## config.mk

```make
export PLATFORM = sky130hd
export DESIGN_NAME = invsqrt_nr_ctrl
export DESIGN_NICKNAME = d
export VERILOG_FILES = /design/src/rtl/invsqrt_pkg.sv /design/src/rtl/invsqrt_seed.sv /design/src/rtl/invsqrt_nr_ctrl.sv
export SDC_FILE = /design/constraint.sdc
export NUM_CORES = 1
export LEC_CHECK = 0
export ABC_AREA = 1
export CAP_MARGIN = 20
export CORE_ASPECT_RATIO = 1.2
export CORE_MARGIN = 2
export CORE_UTILIZATION = 50
export CTS_BUF_LIST = sky130_fd_sc_hd__clkbuf_8 sky130_fd_sc_hd__clkbuf_16
export CTS_CLUSTER_DIAMETER = 40
export DETAILED_ROUTE_END_ITERATION = 10
export PLACE_DENSITY = 0.82
export SLEW_MARGIN = 20
export SYNTH_ARGS = -nofsm -noshare
export SYNTH_HDL_FRONTEND = slang
export SYNTH_HIERARCHICAL = 1
export SYNTH_SLANG_ARGS = --single-unit
export TNS_END_PERCENT = 1
```

## constraint.sdc

```tcl
create_clock -name clk -period 3 [get_ports clk]
set_input_delay 0.9 -clock clk [delete_from_list [all_inputs] [get_ports clk]]
set_output_delay 0.9 -clock clk [all_outputs]
set_load 0.05 [all_outputs]
```

## src/rtl/invsqrt_pkg.sv

```systemverilog
// Shared constants, FSM state encoding and FP-unit opcode for the inverse-square-root sequencer.
package invsqrt_pkg;

  localparam logic [31:0] MAGIC_DEF     = 32'h5f3759df;
  localparam logic [31:0] FP_HALF       = 32'h3F000000;
  localparam logic [31:0] FP_THREEHALFS = 32'h3FC00000;
  localparam logic [31:0] FP_PINF       = 32'h7F800000;
  localparam logic [31:0] FP_QNAN       = 32'h7FC00000;
  localparam logic [31:0] FP_ZERO       = 32'h00000000;

  typedef enum logic [2:0] {
    IDLE = 3'd0,
    HALF = 3'd1,
    SQ   = 3'd2,
    MULX = 3'd3,
    SUB  = 3'd4,
    UPD  = 3'd5,
    DONE = 3'd6
  } state_t;

  typedef enum logic {
    OP_MUL = 1'b0,
    OP_SUB = 1'b1
  } op_sel_t;

  function automatic logic is_op_state(state_t s);
    case (s)
      HALF, SQ, MULX, SUB, UPD: return 1'b1;
      default:                  return 1'b0;
    endcase
  endfunction

endpackage

```

## src/rtl/invsqrt_seed.sv

```systemverilog
// Combinational magic-constant seed MAGIC - (x >> 1).
// With INVSQRT_SPECIAL_EN defined it also flags operands that bypass refinement and supplies their result.
module invsqrt_seed
  import invsqrt_pkg::*;
#(
  parameter logic [31:0] MAGIC = MAGIC_DEF
) (
  input  logic [31:0] x_i,
  output logic [31:0] seed_o,
  output logic        special_o,
  output logic [31:0] special_val_o
);

  assign seed_o = MAGIC - {1'b0, x_i[31:1]};

`ifdef INVSQRT_SPECIAL_EN
  // zero/denormal is tested first, so a negative denormal also maps to +inf
  always_comb begin
    special_o     = 1'b1;
    special_val_o = FP_QNAN;
    if (x_i[30:23] == 8'h00) begin
      special_val_o = FP_PINF;
    end else if (x_i[30:23] == 8'hFF) begin
      if ((x_i[22:0] == 23'd0) && !x_i[31]) begin
        special_val_o = FP_ZERO;
      end else begin
        special_val_o = FP_QNAN;
      end
    end else if (x_i[31]) begin
      special_val_o = FP_QNAN;
    end else begin
      special_o     = 1'b0;
      special_val_o = FP_ZERO;
    end
  end
`else
  assign special_o     = 1'b0;
  assign special_val_o = FP_ZERO;
`endif

endmodule

```

## src/rtl/invsqrt_nr_ctrl.sv

```systemverilog
// Fast inverse square root: magic seed, then NR_ITER Newton-Raphson steps issued one at a time to a shared FP unit.
// Optional macro INVSQRT_SPECIAL_EN: zero/denormal/negative/inf/NaN operands skip the FP unit entirely.
module invsqrt_nr_ctrl
  import invsqrt_pkg::*;
#(
  parameter int          NR_ITER = 1,
  parameter logic [31:0] MAGIC   = MAGIC_DEF
) (
  input  logic        clk,
  input  logic        rst,
  input  logic        in_valid,
  output logic        in_ready,
  input  logic [31:0] in_data,
  output logic        out_valid,
  input  logic        out_ready,
  output logic [31:0] out_data,
  output logic        op_valid,
  output logic        op_sel,
  output logic [31:0] op_a,
  output logic [31:0] op_b,
  input  logic        op_done,
  input  logic [31:0] op_result
);

  localparam logic [1:0] NR_LIM = 2'(NR_ITER);

  state_t      state_q, state_d;
  logic [31:0] x_q, x_d, x2_q, x2_d, y_q, y_d, t_q, t_d;
  logic [1:0]  iter_q, iter_d;
  logic        in_ready_q, in_ready_d, out_valid_q, out_valid_d, op_valid_q, op_valid_d;
  op_sel_t     op_sel_q, op_sel_d;
  logic [31:0] out_data_q, out_data_d, op_a_q, op_a_d, op_b_q, op_b_d;
  logic        accept_s, fire_s, special_s;
  logic [31:0] seed_s, special_val_s;

  // a done pulse only counts while a request is actually outstanding
  assign accept_s = in_valid && in_ready_q;
  assign fire_s   = op_valid_q && op_done;

  invsqrt_seed #(.MAGIC(MAGIC)) u_seed (
    .x_i          (in_data),
    .seed_o       (seed_s),
    .special_o    (special_s),
    .special_val_o(special_val_s)
  );

  always_ff @(posedge clk) begin
    if (rst) begin
      state_q <= IDLE;
      x_q     <= 32'h0;
      x2_q    <= 32'h0;
      y_q     <= 32'h0;
      t_q     <= 32'h0;
      iter_q  <= 2'd0;
    end else begin
      state_q <= state_d;
      x_q     <= x_d;
      x2_q    <= x2_d;
      y_q     <= y_d;
      t_q     <= t_d;
      iter_q  <= iter_d;
    end
  end

  always_comb begin
    state_d = state_q;
    x_d     = x_q;
    x2_d    = x2_q;
    y_d     = y_q;
    t_d     = t_q;
    iter_d  = iter_q;
    case (state_q)
      IDLE: begin
        if (accept_s) begin
          x_d    = in_data;
          iter_d = 2'd0;
          if (special_s) begin
            y_d     = special_val_s;
            state_d = DONE;
          end else begin
            y_d     = seed_s;
            state_d = (NR_ITER > 0) ? HALF : DONE;
          end
        end else begin
          state_d = IDLE;
        end
      end
      HALF: begin
        if (fire_s) begin
          x2_d    = op_result;
          state_d = SQ;
        end else begin
          state_d = HALF;
        end
      end
      SQ: begin
        if (fire_s) begin
          t_d     = op_result;
          state_d = MULX;
        end else begin
          state_d = SQ;
        end
      end
      MULX: begin
        if (fire_s) begin
          t_d     = op_result;
          state_d = SUB;
        end else begin
          state_d = MULX;
        end
      end
      SUB: begin
        if (fire_s) begin
          t_d     = op_result;
          state_d = UPD;
        end else begin
          state_d = SUB;
        end
      end
      UPD: begin
        if (fire_s) begin
          y_d     = op_result;
          iter_d  = iter_q + 2'd1;
          state_d = ((iter_q + 2'd1) < NR_LIM) ? SQ : DONE;
        end else begin
          state_d = UPD;
        end
      end
      DONE: begin
        if (out_valid_q && out_ready) begin
          state_d = IDLE;
        end else begin
          state_d = DONE;
        end
      end
      default: state_d = IDLE;
    endcase
  end

  // op_valid rises the cycle after entering an op state and falls on the edge that takes op_done
  always_comb begin
    in_ready_d  = (state_d == IDLE);
    out_valid_d = (state_d == DONE);
    out_data_d  = (state_d == DONE) ? y_d : 32'h0;
    op_valid_d  = 1'b0;
    op_sel_d    = OP_MUL;
    op_a_d      = 32'h0;
    op_b_d      = 32'h0;
    if (is_op_state(state_q) && !fire_s) begin
      op_valid_d = 1'b1;
      case (state_q)
        HALF: begin op_a_d = x_q;  op_b_d = FP_HALF; end
        SQ:   begin op_a_d = y_q;  op_b_d = y_q;     end
        MULX: begin op_a_d = x2_q; op_b_d = t_q;     end
        SUB:  begin op_sel_d = OP_SUB; op_a_d = FP_THREEHALFS; op_b_d = t_q; end
        UPD:  begin op_a_d = y_q;  op_b_d = t_q;     end
        default: op_valid_d = 1'b0;
      endcase
    end else begin
      op_valid_d = 1'b0;
    end
  end

  always_ff @(posedge clk) begin
    if (rst) begin
      in_ready_q  <= 1'b0;
      out_valid_q <= 1'b0;
      out_data_q  <= 32'h0;
      op_valid_q  <= 1'b0;
      op_sel_q    <= OP_MUL;
      op_a_q      <= 32'h0;
      op_b_q      <= 32'h0;
    end else begin
      in_ready_q  <= in_ready_d;
      out_valid_q <= out_valid_d;
      out_data_q  <= out_data_d;
      op_valid_q  <= op_valid_d;
      op_sel_q    <= op_sel_d;
      op_a_q      <= op_a_d;
      op_b_q      <= op_b_d;
    end
  end

  assign in_ready  = in_ready_q;
  assign out_valid = out_valid_q;
  assign out_data  = out_data_q;
  assign op_valid  = op_valid_q;
  assign op_sel    = op_sel_q;
  assign op_a      = op_a_q;
  assign op_b      = op_b_q;

endmodule

```

# Word level (Yosys, flattened, before mapping)
# Cells that the tools add are included.
classes:
  n_addsub: 2
  n_mul: 0
  n_div: 0
  n_lt_le_gt_ge: 1
  n_eq_ne: 9
  n_shift: 0
  muxes: 19
  bitwise_logic: 2
  reduce_logical: 18
op_table:
  columns: ["cell", "n"]
  rows:
  - ["$pmux 32 s4", 1]
  - ["$pmux 32 s3", 1]
  - ["$mux 32", 2]
  - ["$pmux 32 s2", 1]
  - ["$sub 31x31->32 const A", 1]
  - ["$pmux 3 s7", 1]
  - ["$eq 3x3->1 const B", 4]
  - ["$mux 3", 4]
  - ["$eq 3x2->1 const B", 2]
  - ["$logic_not 3->1", 2]
  - ["$mux 2", 3]
  - ["$reduce_and 2->1", 3]
  - ["$reduce_or 2->1", 3]
  - ["$reduce_or 3->1", 2]
  - ["$mux 1", 5]
  - ["$reduce_or 5->1", 1]
  - ["$logic_and 1x1->1", 4]
  - ["$ne 2x2->1 const B", 2]
  - ["$pmux 2 s2", 1]
  - ["$eq 3x1->1 const B", 1]
  - ["$reduce_and 3->1", 1]
  - ["$add 2x1->2 const B", 1]
  - ["$lt 2x1->1 const B", 1]
  - ["$not 1->1", 2]
  - ["other kinds (2)", 2]
totals:
  register_bits: 233
  latch_bits: 0
  ramBits: 0
  rom_bits: 0
  output_inout_bits: 100
  n_memories: 0

# Logic depth before layout (Yosys ltp)
logic_depth:
  ltp_word: 8
  mapped_depth: 16
  mapped_depth_nobuf: 16

# By module
# The synthesis kept the hierarchy.
by_module_without_submodules:
  columns: ["module", "n_inst", "cells_per_inst", "area_per_inst_um2", "seq_area_each_um2"]
  rows:
  - ["invsqrt_nr_ctrl", 1, 1377, 9582.9, 4664.5]
  - ["invsqrt_seed", 1, 265, 1343.8, 0.0]

# Worst setup path before layout
# No wires, ideal clock.
synth_path:
  kind: "input to register"
  from: "input in_data[6]"
  to: "register y_q[31]"
  setup_ns: 0.115
  arrival_ns: 2.231
  slack_ns: 0.653
  cell_stages: 14
  n_path_buf: 0
  path_cell_list: "ha_1 -> nand3_2 -> nand2_2 -> nand2_2 -> nand2_1 -> nand2_1 -> nand2_1 -> o21a_1 -> nand2_1 -> a21oi_1 -> o21ai_0 -> nand2_1 -> o21ai_0 -> inv_1"
synth_via:
  elab_chain_len: 3
synth_rtl:
  columns: ["element", "line", "source"]
  rows:
  - ["from (decl)", "invsqrt_nr_ctrl.sv:13", "input logic [31:0] in_data,"]
  - ["$sub 31x31->32", "invsqrt_seed.sv:14", "assign seed_o = MAGIC - {1'b0, x_i[31:1]};"]
  - ["via seed_s[31]", "invsqrt_nr_ctrl.sv:34", "logic [31:0] seed_s, special_val_s;"]
  - ["$mux 32", "invsqrt_nr_ctrl.sv:74", "if (accept_s) begin"]
  - ["$pmux 32 s2", "invsqrt_nr_ctrl.sv:72", "case (state_q)"]
  - ["to (signal assigned)", "invsqrt_nr_ctrl.sv:59", "y_q <= y_d;"]
  - ["to (decl)", "invsqrt_nr_ctrl.sv:28", "logic [31:0] x_q, x_d, x2_q, x2_d, y_q, y_d, t_q, t_d;"]
# The timed path passes the listed nets, and every way through them passes these cells.
# A chain may end at the register's enable or synchronous reset.

# Worst setup path in the final report
layout_path:
  from: "input in_data[6]"
  to: "register out_data_q[19], in the netlist out_data[19]"
layout_via:
  elab_chain_len: 3
layout_rtl:
  columns: ["element", "line", "source"]
  rows:
  - ["$sub 31x31->32", "invsqrt_seed.sv:14", null]
  - ["via seed_s[19]", "invsqrt_nr_ctrl.sv:34", null]
  - ["$mux 32", "invsqrt_nr_ctrl.sv:74", null]
  - ["$pmux 32 s2", "invsqrt_nr_ctrl.sv:72", null]
  - ["to (signal assigned)", "invsqrt_nr_ctrl.sv:176", "out_data_q <= out_data_d;"]
  - ["to (decl)", "invsqrt_nr_ctrl.sv:32", "logic [31:0] out_data_q, out_data_d, op_a_q, op_a_d, op_b_q, op_b_d;"]
# The timed path passes the listed nets, and every way through them passes these cells.

==> results <==
- The headroom to the max-slew limit is 49.6%.
- The worst-case IR drop observed on VDD is a little under 500 µV.
- The largest area contributor in the netlist is sky130_fd_sc_hd__dfxtp_1.
- The initial antenna violation count is 1.
- The H-tree level count is 1.
- The worst hold path begins at x2_q[6].
- The number of buffers added by the clock tree synthesis step is 26.
- The floorplan die height is about 170 µm.
- The post-layout net count is 1890.
- Row generation in the floorplan step produced 59 rows.
- Summing over every cut layer, the via total after detailed routing is 11.6k.
- The total overflow reported by the global router is 0.
- The number of placed instances with taps included is around 2.1k.
- The number of synthesized register bits is between 200 and 250.
- The top-level port count is approximately 170.
- The final-report max-slew violation count came to 0.
- By count the netlist is led by 390 x sky130_fd_sc_hd__nand2_1, 242 x sky130_fd_sc_hd__nor2_1, 233 x sky130_fd_sc_hd__dfxtp_1.
- The flow ran to the end, and the final reports show no timing, DRC or antenna violations.
- The pin count of the biggest net entering global routing is 69.
- The maximum buffer depth of the clock tree is 3.
- Power spread over the standard cell area amounts to approximately 600 mW/mm².
- The met3 track demand over resource is around 5.2%.
- The worst setup path is launched from a primary input.
- Setup violations remaining at the end of the flow were counted as 0.
- The number of flops mapped to enable cells by yosys is 0.
- For this run, the total global-route usage over all layers was measured as roughly 30%.
- The proportion of synthesized chip area in sequential cells is 42.7%.
- The worst register-to-register path begins at state_q[0].
- The via count of the first global-routing pass was approximately 11k.
- The met1 capacity usage during global routing is 40.6%.
- The slew at the pin closest to its max-slew limit is about 0.75 ns.
- The clock-pin transition on the worst setup and hold timing paths is 0.06 ns.
- In the routed design, unresolved DRC markers number 0.
- The count of cells in the finished layout, fillers not included, comes to 2112.
- The minimum clock period is around 2.7 ns.
- The area enclosed by the die boundary is about 0.023 mm².
- During placement, the flow inserted port buffers numbering 168.
- The hold violation total from the final report was 0.
- Walking the worst path, the cells encountered are clkdlybuf4s50_1 -> ha_1 -> nand3_2 -> nand2_2 -> buf_4 -> inv_1 -> a21oi_1 -> xor2_1 -> nand2_1 -> a21oi_1 -> o21ai_0 -> nand2_1 -> nor2_1 -> nor2_1.
- The largest fanout of any net on the critical path is 3.
- The worst setup path is captured at a flop.
- The mean area per synthesized cell is 6.65 µm².
- The share of the synthesized area in the top cell type is a little over two fifths.
- The number of design-rule violations left by the first detailed-router iteration is around 1.3k.
- Once layout is complete, the utilization of the core stands at between 60 and 70%.
- The max-cap violation count is 0.
- In this run the worst setup path begins at in_data[6].
- Setup repair after global routing left no endpoint under its margin.
- Of the cells placed in the final design, the portion with a size suffix greater than 1 is under 10%.
- The top flip-flop cell by instance count after synthesis is sky130_fd_sc_hd__dfxtp_1.
- The post-cts sizing count is 0.
- The mapped cell area is approximately 0.011 mm².
- The number of fillers in the final layout is between 1.5k and 2k.
- The floorplan step defined a core boundary enclosing around 0.022 mm².
- The clock net in this run drives a total of 233 sinks.
- The static leakage is 5.73 nW.
- The final setup slack of the worst path is roughly 0.33 ns.
- The maximum frequency from static timing analysis is 375 MHz.
- The busiest metal layer after global routing is met2.
- The clock tree from TritonCTS is done.
- The category of the most critical setup path is in2reg.
- The last weighted congestion value of the routability-driven placer is roughly 0.96.
- The total of hold buffers inserted after clock tree synthesis is 0.
- The overall die width is approximately 140 µm.
- The worst-case reg-to-reg path depth is 8.
- In this run, distinct cell masters in the synthesized netlist total 35.
- In the synthesized netlist, the number of instances is roughly 1.6k.
- During synthesis, Yosys emitted a total of 6 warnings.
- At the later pin of the worst-skew pair, clock insertion delay measures 0.53 ns.
- The layout overhead on the synthesized area is 28.1%.
- The data required time of the critical path is about 3.5 ns.
- The met2 track demand over resource is 48.9%.
- The HPWL after detailed placement is ~25000 µm.
- By instance count, the leading cell after synthesis is sky130_fd_sc_hd__nand2_1.
- The clock arrives with 0.0137 ns of skew.
- The count of antenna-violating nets left after detailed routing is 0.
- Power comes to just over 0.008 W.
- Of all flip-flops after synthesis, the portion carrying an async set or reset was 0%.
- The first-pass GRT wire length is around 57000 µm.
- The initial utilization of the core area, before any placement, comes to 50.7%.
- Buffers added to address setup during post-CTS repair amount to 0.
- In the finished design, the share of the clock period the worst path needs comes to roughly 89%.
- Timing analysis after detailed placement gives a worst setup slack of -0.157 ns.
- The number of diodes is 0.
- The critical path's largest stage delay is between 0.5 and 0.6 ns.
- For this block, the routed nets add up to about 36000 µm of wire.
- The slowest stage cell on the critical path is sky130_fd_sc_hd__clkdlybuf4s50_1.
- In the post-synthesis netlist, the biggest area contributors are sky130_fd_sc_hd__dfxtp_1 43%, sky130_fd_sc_hd__nand2_1 13%, sky130_fd_sc_hd__nor2_1 8.3%.
- The mean number of vias per cell is 5.50.
- The tightest hold path in the finished design has a slack of around 0.45 ns.
- The min-delay analysis places its worst path in the category reg2reg.
- The first detailed-routing pass took 6 iterations.
- Dividing the detail-routed wire length by the instance count gives 16.9 µm.
- The worst hold path passes through 2 cells.
- The data arrival time of the worst path is ~3.1 ns.
- The library cell used as clock root buffer is sky130_fd_sc_hd__clkbuf_16.
==> layout by cell type, fill, tap and decap left out, types with 19 or more instances in the layout <==
| cell type | count |
|---|---|
| sky130_fd_sc_hd__inv_1 | 147 |
| sky130_fd_sc_hd__nand3_1 | 67 |
| sky130_fd_sc_hd__nand2_1 | 390 |
| sky130_fd_sc_hd__buf_4 | 72 |
| sky130_fd_sc_hd__clkdlybuf4s50_1 | 168 |
| sky130_fd_sc_hd__conb_1 | 33 |
| sky130_fd_sc_hd__nor2_1 | 241 |
| sky130_fd_sc_hd__o22ai_1 | 19 |
| sky130_fd_sc_hd__clkbuf_16 | 27 |
| sky130_fd_sc_hd__o21ai_0 | 171 |
| sky130_fd_sc_hd__a21oi_1 | 164 |
| sky130_fd_sc_hd__dfxtp_1 | 233 |
==> worst max-delay path: cells and delay by family <==
kind	cells	cell delay, ns
xor+xnor	1	0.18
fa+ha+maj	1	0.21
buf+inv	3	0.68
compound gates	3	0.62
simple gates	6	0.53
==> per-layer routing <==
| metal | vias up | part of all wire (%) |
|---|---|---|
| li1 | 5499 | - |
| met3 | 90 | 9.8 |
| met4 | 0 | 2.8 |
| met1 | 5379 | 41 |
| met5 | - | 0 |
| met2 | 647 | 46 |
==> where the power goes <==
group,switching [W],internal [W],leakage [nW]
sequential,0.0000922,0.00324,1.88
clock,0.00136,0.00199,0.458
combinational,0.00109,0.000502,3.39
total,0.00253,0.00574,5.73
==> stage by stage <==
| step | setup TNS, ns | instance area, µm² |
|---|---|---|
| after floorplan | 0 | 11000 |
| after global placement | -0.399 | 13100 |
| after detailed placement | -0.669 | 13100 |
| after CTS | 0 | 14000 |
| after global routing | 0 | 14000 |
| final | 0 | 14000 |
==> logic make-up (layout without fill, tap and decap cells) <==
family,Yosys count,in the layout,synth area share (%)
buffers and inverters,289,453,11.6
AOI/OAI and AO/OA,372,372,17.6
DFF,233,233,42.7
and+or+nand+nor,730,730,26.7
adders and majority gates,2,2,0.229
xor gates and xnor gates,15,15,1.20
other,1,33,0.0343
==> path summary, 6_finish.rpt <==
| check | endpoint | slack [ns] |
|---|---|---|
| max | out_data[19] | 0.33 |
| min reg2reg | x2_q[6] | 0.45 |
| min | x2_q[6] | 0.45 |
| max reg2reg | t_q[4] | 0.70 |
==> registers in the layout (all words and copies together), names as in the netlist <==
name and cells:
out_data 32, y_q 32, op_valid 1, x2_q 32
op_sel 1, op_b 32, out_valid 1, t_q 32
state_q 3, op_a 32, in_ready 1, iter_q 2
x_q 32
==> layout make-up <==
cell class / instances / area [µm²] / area share [%]
clock buffers: 33 / 758 / 5.42
clock inverters: 14 / 171 / 1.22
inverters: 160 / 602 / 4.30
multi-input cells: 1152 / 5120 / 36.6
flip-flops and latches: 233 / 4660 / 33.3
well taps: 274 / 343 / 2.45
repair buffers: 246 / 2340 / 16.7
Power figures use the tool's default switching activity.
